[src/rtl/hub75_scan_ctrl.sv]
`timescale 1ns/1ps
// HUB75 scan controller: shifts one row of the displayed frame buffer per bit
// plane, latches it, then lights it for a binary-weighted time (BCM).
module hub75_scan_ctrl #(
    parameter int COLS       = 64,
    parameter int ROW_BITS   = 5,
    parameter int PLANES     = 4,
    parameter int BASE_TIME  = 16,
    localparam int COL_BITS   = $clog2(COLS),
    localparam int ADDR_WIDTH = 1 + ROW_BITS + COL_BITS,
    localparam int DATA_WIDTH = 6 * PLANES
) (
    input  logic                  clk,
    input  logic                  rst_n,
    input  logic                  enable,
    input  logic                  swap_req,
    output logic                  swap_ack,
    output logic                  disp_buf,
    output logic                  ram_en,
    output logic [ADDR_WIDTH-1:0] ram_addr,
    input  logic [DATA_WIDTH-1:0] ram_dout,
    output logic [5:0]            rgb,
    output logic                  sclk,
    output logic                  lat,
    output logic                  oe_n,
    output logic [ROW_BITS-1:0]   row_addr,
    output logic                  frame_done
);
    localparam int PLANE_BITS = (PLANES > 1) ? $clog2(PLANES) : 1;
    localparam int CNT_W      = $clog2(BASE_TIME) + PLANES;

    typedef enum logic [2:0] {
        S_IDLE,
        S_FETCH,
        S_WAIT,
        S_CLK,
        S_LATCH,
        S_DISPLAY
    } state_t;

    state_t                state, state_nxt;
    logic [COL_BITS-1:0]   col;
    logic [ROW_BITS-1:0]   row;
    logic [PLANE_BITS-1:0] plane;
    logic [CNT_W-1:0]      cnt;
    logic [CNT_W-1:0]      disp_len;
    logic [5:0]            plane_bits;
    logic                  last_col, last_plane, last_row;
    logic                  disp_end, frame_end;

    assign last_col   = (col == COL_BITS'(COLS - 1));
    assign last_plane = (plane == PLANE_BITS'(PLANES - 1));
    assign last_row   = &row;
    assign disp_end   = (state == S_DISPLAY) && (cnt == '0);
    assign frame_end  = disp_end && last_plane && last_row;

    // Plane k is lit for BASE_TIME << k cycles; CNT_W holds the largest weight.
    assign disp_len = CNT_W'(BASE_TIME) << plane;

    // Pick bit [plane] out of each of the six P-bit colour fields.
    for (genvar c = 0; c < 6; c++) begin : g_chan
        logic [PLANES-1:0] chan;
        assign chan          = ram_dout[c*PLANES +: PLANES];
        assign plane_bits[c] = chan[plane];
    end

    always_ff @(posedge clk or negedge rst_n) begin
        if (!rst_n) state <= S_IDLE;
        else        state <= state_nxt;
    end

    always_comb begin
        state_nxt = state;
        case (state)
            S_IDLE:    if (enable) state_nxt = S_FETCH;
            S_FETCH:   state_nxt = S_WAIT;
            S_WAIT:    state_nxt = S_CLK;
            S_CLK:     state_nxt = last_col ? S_LATCH : S_FETCH;
            S_LATCH:   state_nxt = S_DISPLAY;
            S_DISPLAY: begin
                // enable only matters at the frame boundary; mid-frame drops finish the frame
                if (disp_end) state_nxt = (frame_end && !enable) ? S_IDLE : S_FETCH;
            end
            default:   state_nxt = S_IDLE;
        endcase
    end

    always_comb begin
        ram_en = 1'b0;
        sclk   = 1'b0;
        lat    = 1'b0;
        oe_n   = 1'b1;
        case (state)
            S_FETCH:   ram_en = 1'b1;
            S_CLK:     sclk   = 1'b1;
            S_LATCH:   lat    = 1'b1;
            S_DISPLAY: oe_n   = 1'b0;
            default:   ;
        endcase
    end

    assign frame_done = frame_end;
    assign swap_ack   = frame_end & swap_req;
    assign ram_addr   = {disp_buf, row, col};

    always_ff @(posedge clk or negedge rst_n) begin
        if (!rst_n) begin
            col      <= '0;
            row      <= '0;
            plane    <= '0;
            cnt      <= '0;
            rgb      <= '0;
            row_addr <= '0;
            disp_buf <= 1'b0;
        end else begin
            case (state)
                S_IDLE: begin
                    col   <= '0;
                    row   <= '0;
                    plane <= '0;
                end
                S_WAIT: rgb <= plane_bits;
                S_CLK: begin
                    if (last_col) begin
                        col      <= '0;
                        // row_addr moves together with lat, never while a row is lit
                        row_addr <= row;
                    end else begin
                        col <= col + 1'b1;
                    end
                end
                S_LATCH: cnt <= disp_len - 1'b1;
                S_DISPLAY: begin
                    if (cnt != '0) begin
                        cnt <= cnt - 1'b1;
                    end else begin
                        if (last_plane) begin
                            plane <= '0;
                            row   <= row + 1'b1;
                        end else begin
                            plane <= plane + 1'b1;
                        end
                        if (frame_end && swap_req) disp_buf <= ~disp_buf;
                    end
                end
                default: ;
            endcase
        end
    end
endmodule
[config.mk]
export PLATFORM = sky130hd
export DESIGN_NAME = hub75_scan_ctrl
export DESIGN_NICKNAME = d
export VERILOG_FILES = /design/src/rtl/hub75_scan_ctrl.sv
export SDC_FILE = /design/constraint.sdc
export NUM_CORES = 1
export LEC_CHECK = 0
export CORE_ASPECT_RATIO = 0.8
export CORE_MARGIN = 2
export CORE_UTILIZATION = 44
export DETAILED_ROUTE_END_ITERATION = 12
export PLACE_DENSITY = 0.71
export SLEW_MARGIN = 25
export SYNTH_ARGS = -nofsm -noshare
export SYNTH_HDL_FRONTEND = slang
export SYNTH_SLANG_ARGS = --single-unit
[constraint.sdc]
create_clock -name clk -period 4.1 [get_ports clk]
set_input_delay 0.82 -clock clk [delete_from_list [all_inputs] [get_ports clk]]
set_output_delay 0.82 -clock clk [all_outputs]
set_load 0.02 [all_outputs]
==> flow_summary.json, run 1 <==
{
  "fin_crit_sh_pct": 92.2,
  "placed_area_um2": 2610,
  "maxCapViolCount": 0,
  "pwr-share-seq_pct": 49.5,
  "cts-root-buf": "clkbuf_8",
  "clkTransAtPathRegs_ns": 0.08,
  "drtIter0Drc": 118,
  "status": "complete, no violations",
  "routed_wl_um": 4230,
  "clkLatencyLatePin_ns": 0.29,
  "synth_edf_count": 0,
  "hold_viol": 0,
  "die_w_um": 79.5,
  "finalSetupTns_ns": 0,
  "clock_path_buffers": 2,
  "worst_ep_arrival_time_ns": 2.96,
  "yosysSeqAreaShare_pct": 44.9,
  "combPwrFrac_pct": 6.9,
  "io_buffers": 57,
  "period_needed_ns": 3.78,
  "cts_inserted_buffers": 5,
  "avgSynthCellArea_um2": 11.0,
  "hold_path_class": "reg2reg",
  "start_util_pct": 46.8,
  "ys_types": 44,
  "avgViaCountPerCell": 5.34,
  "stdcell_area_um2": 2720,
  "cts_sinks": 36,
  "syn_nets": 219,
  "gp_congestion": 0.791,
  "wl_per_cell_um": 14.2,
  "die-area_um2": 5120,
  "fmax_mhz": 265,
  "drc": 0,
  "syn_area_um2": 2010,
  "crit_path_end_kind": "primary output",
  "synthTopCellsByArea": "dfrtp_1 (45%), mux2_2 (7.3%), mux4_2 (6.7%), ha_1 (5.0%), o21ai_0 (4.0%)",
  "worst-path-max-fanout": 12,
  "grt_pass1_wl_um": 6820,
  "cp-start-kind": "flip-flop",
  "yosysTopAreaCell": "dfrtp_1",
  "synth_top_area_share_pct": 44.9,
  "die_y_um": 64.4,
  "slew_viol_final": 0,
  "grt_usage_pct": 17.3,
  "grt_pass1_vias": 1402,
  "max-slew-margin-rel_pct": 36.7,
  "swShare_pct": 21.1,
  "final_util_pct": 63.6,
  "p_sw_uw": 153,
  "hpwl_um": 3040,
  "async_reset_ff_share_pct": 100,
  "clkPwrFrac_pct": 43.6,
  "grt_max_degree": 37,
  "synth_warnings": 0,
  "required_ns": 3.28,
  "setup_viol": 0,
  "dr_total_vias": 1586,
  "rows": 21,
  "overflow": 0,
  "synthTopCellsByCount": "dfrtp_1 (36), o21ai_0 (16), mux2_2 (13), nor2_1 (13), nand2_1 (9)",
  "synth-seq-cells": 36,
  "htreeDepth": 2,
  "ios": 58,
  "first_pass_iters": 4,
  "cts_tree": "built",
  "syn_inst": 183,
  "cts_hold_buf": 0,
  "fillers": 350,
  "intPower_uw": 571,
  "vdd_drop_max_uv": 214,
  "fin_nets": 275,
  "synth_most_common_cell": "dfrtp_1",
  "drive_gt1_share_pct": 16.3,
  "p_per_area_nw_per_um2": 266,
  "cts_resized": 0,
  "leakagePower_uw": 0.00116,
  "antenna_cells": 0,
  "synth-main-ff-cell": "dfrtp_1",
  "antenna_found_initial": 0,
  "fp.coreArea_um2": 4280,
  "rsz0062_at_grt": "no",
  "fin_skew_ns": 0.00626,
  "area_growth_pct": 35.8,
  "critical_path_class": "reg2out",
  "worst_slew_pin_slew_ns": 0.947,
  "post_cts_buffers": 0,
  "ant_nets": 0
}
## layer usage
metal	GRT usage (%)	up-vias	share of wire [%]
met5	0	-	0
met2	23.8	53	42
met1	24.2	737	48
met4	6.03	0	1.1
li1	-	792	-
met3	7.34	4	8.9
## state kept, by name, summed over array words and instances (netlist names)
signal and cells:
state 3, cnt 8, col 6, row_addr 5
rgb 6, row 5, disp_buf 1, plane 2
## power groups by stage
stage	logic [uW]	registers, uW	clock network [uW]
2_1_floorplan	6.92	370	0
3_3_place_gp	50.5	366	0
3_5_place_dp	50.9	366	0
4_1_cts	51.0	359	322
5_1_grt	53.8	359	343
6_report	50.0	359	316
## layout make-up
cell class,count,area [um^2],area share [%]
clock buffers,5,68.8,2.53
multi-input cells,134,1050,38.4
repair buffers,58,578,21.2
flip-flops and latches,36,901,33.1
well taps,57,71.3,2.62
inverters,4,15.0,0.551
clock inverters,3,42.5,1.56
## worst max-delay path, cell delays in order (launching register included)
cell and delay, ns:
dfrtp_1 0.55, and3b_1 0.47, inv_2 0.21, nor4_4 0.42, and3_4 0.25, and2_4 0.16
clkdlybuf4s50_1 0.59
## kinds of logic (layout without fill, tap and decap cells)
group	Yosys count	count (layout)	synth area share (%)
AND/OR/NAND/NOR	57	57	16.3
AO/OA/AOI/OAI	41	41	12.1
flip-flops	36	36	44.9
multiplexers	21	21	15.0
buffers and inverters	13	70	3.18
adder cells (fa/ha/maj)	8	8	4.99
XOR/XNOR	7	7	3.43
## through the flow
step	cells	power [uW]	worst slack, ns	hold WS [ns]
after floorplan	183	377	1.67	0.494
after global placement	289	416	0.716	0.489
after detailed placement	289	417	0.644	0.493
after CTS	297	732	0.311	0.509
after global routing	297	756	0.0793	0.525
final	297	725	0.321	0.507
## placed cells by master, fill, tap and decap left out, types with 2 or more instances in the layout
cell type        synthesis  layout
a22o_1                   3       3
xor2_1                   4       4
nand2b_1                 2       2
mux2_2                  13      13
or3_1                    2       2
a21oi_1                  7       7
clkbuf_8                 0       5
o21ai_0                 16      16
nor3b_1                  2       2
nand3_1                  6       6
inv_1                    2       2
and3_1                   4       4
xnor2_1                  2       2
o22ai_1                  3       3
inv_2                    2       2
mux2i_1                  2       2
nand4_1                  4       4
a21o_1                   2       2
mux4_2                   6       6
ha_1                     8       8
clkdlybuf4s50_1          0      57
nor2_1                  13      13
o21ai_1                  2       2
nor3_1                   5       5
nand2_1                  9       9
dfrtp_1                 36      36
a31oi_1                  4       3
## final timing paths
check	from	endpoint	slack, ns	cells after the start
worst max-delay path	state[0]$_DFFE_PN0P_	swap_ack	0.32	6
worst min-delay path	rgb[3]$_DFFE_PN0P_	rgb[3]$_DFFE_PN0P_	0.51	1
worst max register to register	state[0]$_DFFE_PN0P_	row[0]$_DFFE_PN0P_	1.80	5
worst min register to register	rgb[3]$_DFFE_PN0P_	rgb[3]$_DFFE_PN0P_	0.51	1
max in group asynchronous	rst_n	row_addr[4]$_DFFE_PN0P_	2.83	2
min in group asynchronous	rst_n	col[3]$_DFFE_PN0P_	0.95	2
No activity file was read; power rests on OpenSTA's default activity.
==> inputs of run 2 (changes only) <==
Settings changed: CORE_MARGIN 2 to 3, GPL_TIMING_DRIVEN set to 0.
==> flow_summary.json, run 2 (synthesis gave the netlist of run 1 again) <==
{
  "grt_use_met3_pct": 4.63,
  "setup_viol": 0,
  "start_util_pct": 46.8,
  "grt_use_met1_pct": 24.8,
  "stdcell_area_um2": 2770,
  "hpwl_um": 3270,
  "drtIter0Drc": 91,
  "placed_area_um2": 2670,
  "die_w_um": 81.5,
  "hold_path_class": "in2async",
  "slew_viol_final": 0,
  "maxCapViolCount": 0,
  "die_y_um": 66.4,
  "grt_pass1_wl_um": 7100,
  "critPathLaunch": "state[1]$_DFFE_PN0P_",
  "dr_total_vias": 1630,
  "worst_slew_pin_slew_ns": 0.919,
  "worst-path-max-fanout": 9,
  "cts_hold_buf": 0,
  "finalPower_uw": 683,
  "rr_startpoint": "state[1]$_DFFE_PN0P_",
  "max-slew-margin-rel_pct": 38.6,
  "vdd_drop_max_uv": 181,
  "cp-start-kind": "flip-flop",
  "rsz0062_at_grt": "no",
  "cts_tree": "built",
  "fin_nets": 284,
  "period_needed_ns": 3.39,
  "drive_gt1_share_pct": 17.3,
  "hold_viol": 0,
  "grt_use_met2_pct": 24.8,
  "cts_resized": 0,
  "routed_wl_um": 4270,
  "clock_path_buffers": 2,
  "leakagePower_uw": 0.00119,
  "fin_skew_ns": 0.00151,
  "status": "complete, no violations",
  "cts-root-buf": "clkbuf_8",
  "critical_path_class": "reg2out",
  "regMostFlops": "cnt",
  "largest_register_ffs": 8,
  "required_ns": 3.28,
  "largestRegisters": "cnt (8), col (6), rgb (6)",
  "cts_inserted_buffers": 5,
  "ios": 58,
  "die-area_um2": 5410,
  "finalSetupTns_ns": 0,
  "grt_pass1_vias": 1504,
  "antenna_cells": 0,
  "clkTransAtPathRegs_ns": 0.07,
  "fp.coreArea_um2": 4280,
  "cts_sinks": 36,
  "htreeDepth": 2,
  "antenna_found_initial": 0,
  "post_cts_buffers": 0,
  "overflow": 0,
  "rows": 21,
  "first_pass_iters": 4,
  "grt_usage_pct": 17.1,
  "gp_congestion": 0.820,
  "final_common_cell": "clkdlybuf4s50_1",
  "drc": 0,
  "wl_per_cell_um": 14.0,
  "p_per_area_nw_per_um2": 247,
  "worst_ep_arrival_time_ns": 2.57,
  "io_buffers": 57,
  "fmax_mhz": 295,
  "crit_path_end_kind": "primary output",
  "clkLatencyLatePin_ns": 0.28,
  "final_cell_mix": "clkdlybuf4s50_1 (56), dfrtp_1 (36), o21ai_0 (16)",
  "avgViaCountPerCell": 5.34,
  "busiest_layer": "met1",
  "fin_crit_sh_pct": 82.7,
  "grt_max_degree": 24,
  "area_growth_pct": 37.9,
  "ant_nets": 0
}
-- run 2: worst max-delay path, cell delays in order, from the launching register on --
cell	delay, ns
dfrtp_1	0.38
buf_6	0.13
and3b_1	0.29
inv_2	0.08
nor4_4	0.39
and3_4	0.27
and2_4	0.16
clkdlybuf4s50_1	0.59
-- run 2: path summary, 6_finish.rpt --
check,end,slack (ns),cells past startpoint
setup / recovery,swap_ack,0.71,7
hold / removal,col[5]$_DFFE_PN0P_,0.44,1
setup reg to reg,cnt[6]$_DFFE_PN0P_,1.82,9
hold reg to reg,rgb[1]$_DFFE_PN0P_,0.51,1
max in group asynchronous,plane[1]$_DFFE_PN0P_,3.23,2
min in group clk,rgb[1]$_DFFE_PN0P_,0.51,1
-- run 2: through the flow --
step / instances / setup slack (ns) / hold WS, ns / util [%]
floorplan: 183 / 1.67 / 0.494 / -
finish: 305 / 0.709 / 0.440 / 64.6
CTS: 305 / 0.712 / 0.448 / 64.6
global route: 305 / 0.523 / 0.453 / 64.6
detailed placement: 298 / 1.04 / 0.496 / 62.3
global placement: 297 / 1.04 / 0.487 / 61.8
-- run 2: routing by layer --
| metal | vias to the layer above | part of all wire [%] | wire length, um |
|---|---|---|---|
| met5 | - | 0 | 0 |
| met4 | 0 | 0.91 | 39 |
| met3 | 5 | 8.1 | 345 |
| met1 | 770 | 50 | 2120 |
| met2 | 53 | 41 | 1770 |
| li1 | 802 | - | - |
-- run 2: where the power goes --
| part | total [uW] | switching, uW | internal [uW] |
|---|---|---|---|
| Clock | 271 | 121 | 150 |
| Combinational | 52.6 | 17.3 | 35.3 |
| Sequential | 359 | 1.39 | 358 |
| Total | 683 | 140 | 543 |
-- run 2: layout make-up --
cell class | count | area (um^2)
fill | 336 | 1520
multi-input combinational | 134 | 1040
sequential | 36 | 901
timing repair buffer | 58 | 593
clock buffer | 7 | 96.3
tap | 57 | 71.3
buffer | 9 | 48.8
inverter | 4 | 15.0
==> inputs of run 3 (changes only) <==
Clock period 4.1 ns to 3.3 ns, I/O delays scaled along.
==> flow_summary.json, run 3 (synthesis gave the netlist of run 1 again) <==
{
  "hold_ws_ns": 0.279,
  "avgViaCountPerCell": 5.38,
  "cts_tree": "built",
  "hold_viol": 0,
  "grt_use_met1_pct": 24.8,
  "reg2reg_to": "cnt[6]$_DFFE_PN0P_",
  "gp_congestion": 0.820,
  "clkLatencyLatePin_ns": 0.28,
  "crit_family": "simple AND/OR/NAND/NOR gates",
  "critical-path-max-stage-delay_ns": 0.60,
  "swShare_pct": 20.6,
  "antenna_cells": 0,
  "status": "complete, no violations",
  "hold_path_class": "in2async",
  "crit_path_end_kind": "primary output",
  "clkPwrFrac_pct": 39.7,
  "drive_gt1_share_pct": 18.0,
  "first_pass_iters": 4,
  "finalSetupTns_ns": 0,
  "p_per_area_nw_per_um2": 305,
  "dr_total_vias": 1651,
  "fin_skew_ns": 0.00203,
  "grt_use_met2_pct": 24.8,
  "busiest_layer": "met1",
  "grt_usage_pct": 17.1,
  "die-area_um2": 5410,
  "largestRegisters": "cnt (8), col (6), rgb (6)",
  "clock_path_buffers": 2,
  "reg2regPathDepth": 9,
  "slew_viol_final": 0,
  "htreeDepth": 2,
  "regMostFlops": "cnt",
  "intPower_uw": 675,
  "grt_pass1_wl_um": 7100,
  "cp-start-kind": "flip-flop",
  "fillers": 335,
  "die_y_um": 66.4,
  "area_growth_pct": 38.8,
  "pwr-share-seq_pct": 52.6,
  "required_ns": 2.64,
  "grt_pass1_vias": 1504,
  "grt_use_met3_pct": 4.63,
  "cts-root-buf": "clkbuf_8",
  "maxCapViolCount": 0,
  "rr_startpoint": "state[1]$_DFFE_PN0P_",
  "drc": 0,
  "reg2reg_slack_ns": 1.02,
  "hpwl_um": 3270,
  "clkTransAtPathRegs_ns": 0.07,
  "vdd_drop_max_uv": 226,
  "rsz0062_at_grt": "no",
  "period_needed_ns": 3.06,
  "leakagePower_uw": 0.00122,
  "fmax_mhz": 327,
  "io_buffers": 57,
  "overflow": 0,
  "cts_sinks": 36,
  "wl_per_cell_um": 14.0,
  "largest_register_ffs": 8,
  "crit_slowest_cell": "clkdlybuf4s50_1",
  "ant_nets": 0,
  "p_sw_uw": 175,
  "final_common_cell": "clkdlybuf4s50_1",
  "start_util_pct": 46.8,
  "cts_inserted_buffers": 5,
  "antenna_found_initial": 0,
  "setup_viol": 0,
  "grt_max_degree": 24,
  "path_cells": "or3_4 > nor4_4 > and3_4 > clkdlybuf4s50_1",
  "dp_slack_ns": 0.399,
  "max-slew-margin-rel_pct": 38.7,
  "critical_path_class": "reg2out",
  "combPwrFrac_pct": 7.7,
  "worst_slew_pin_slew_ns": 0.917,
  "ios": 58,
  "fp.coreArea_um2": 4280,
  "routed_wl_um": 4310,
  "die_w_um": 81.5,
  "crit_buf_inv": 1,
  "rows": 21,
  "worst-path-max-fanout": 5,
  "fin_nets": 286,
  "worst_ep_arrival_time_ns": 2.40,
  "fin_crit_sh_pct": 92.6,
  "drtIter0Drc": 129,
  "final_cell_mix": "clkdlybuf4s50_1 (55), dfrtp_1 (36), o21ai_0 (16)",
  "layout_setup_ws_ns": 0.243
}
==> run 3: through the flow <==
| stage | util, % | instances | power (uW) | area [um^2] |
|---|---|---|---|---|
| 2_1_floorplan | - | 183 | 468 | 2010 |
| 3_3_place_gp | 61.8 | 297 | 517 | 2650 |
| 3_5_place_dp | 62.3 | 298 | 522 | 2670 |
| 4_1_cts | 64.6 | 305 | 861 | 2770 |
| 5_1_grt | 65.0 | 307 | 885 | 2780 |
| 6_report | 65.0 | 307 | 849 | 2780 |
==> run 3: routing by layer <==
metal	up-vias	wire length, um
met1	785	2090
met4	0	39
met3	5	365
met5	-	0
met2	55	1810
li1	806	-
==> run 3: power groups by stage <==
| stage | Sequential [uW] | Clock (uW) | Combinational (uW) |
|---|---|---|---|
| 5_1_grt | 447 | 367 | 70.8 |
| 2_1_floorplan | 460 | 0 | 8.60 |
| 3_5_place_dp | 455 | 0 | 66.6 |
| 3_3_place_gp | 455 | 0 | 61.9 |
| 6_report | 446 | 338 | 65.3 |
| 4_1_cts | 446 | 348 | 66.7 |
==> run 3: layout make-up <==
| class | count | area [um^2] | area share (%) |
|---|---|---|---|
| Sequential cell | 36 | 901 | 32.4 |
| Inverter | 4 | 15.0 | 0.539 |
| Timing Repair Buffer | 60 | 611 | 21.9 |
| Buffer | 9 | 48.8 | 1.75 |
| Tap cell | 57 | 71.3 | 2.56 |
| Multi-Input combinational cell | 134 | 1040 | 37.4 |
| Clock buffer | 7 | 96.3 | 3.46 |
==> run 3: worst register-to-register path: stages, from the launching register on <==
cell	delay (ns)
dfrtp_1	0.38
buf_6	0.13
and3b_1	0.29
clkbuf_1	0.32
nand2_1	0.13
ha_1	0.27
o21ai_0	0.15
o21bai_1	0.17
xor2_1	0.08
mux2_2	0.26
==> run 3: worst max path at each step <==
stage	to	slack, ns	cells past startpoint	from
6_report	frame_done	0.24	4	cnt[3]$_DFFE_PN0P_
2_1_floorplan	swap_ack	1.03	4	cnt[3]$_DFFE_PN0P_
3_3_place_gp	swap_ack	0.40	7	state[1]$_DFFE_PN0P_
3_5_place_dp	swap_ack	0.40	7	state[1]$_DFFE_PN0P_
4_1_cts	swap_ack	0.07	7	state[1]$_DFFE_PN0P_
5_1_grt	frame_done	0.09	6	state[1]$_DFFE_PN0P_
==> run 3: timing repair <==
action,CTS,global route
gates resized for setup,0,1
hold buffers,0,0
endpoints found under the setup margin,0,1
setup buffers,0,2
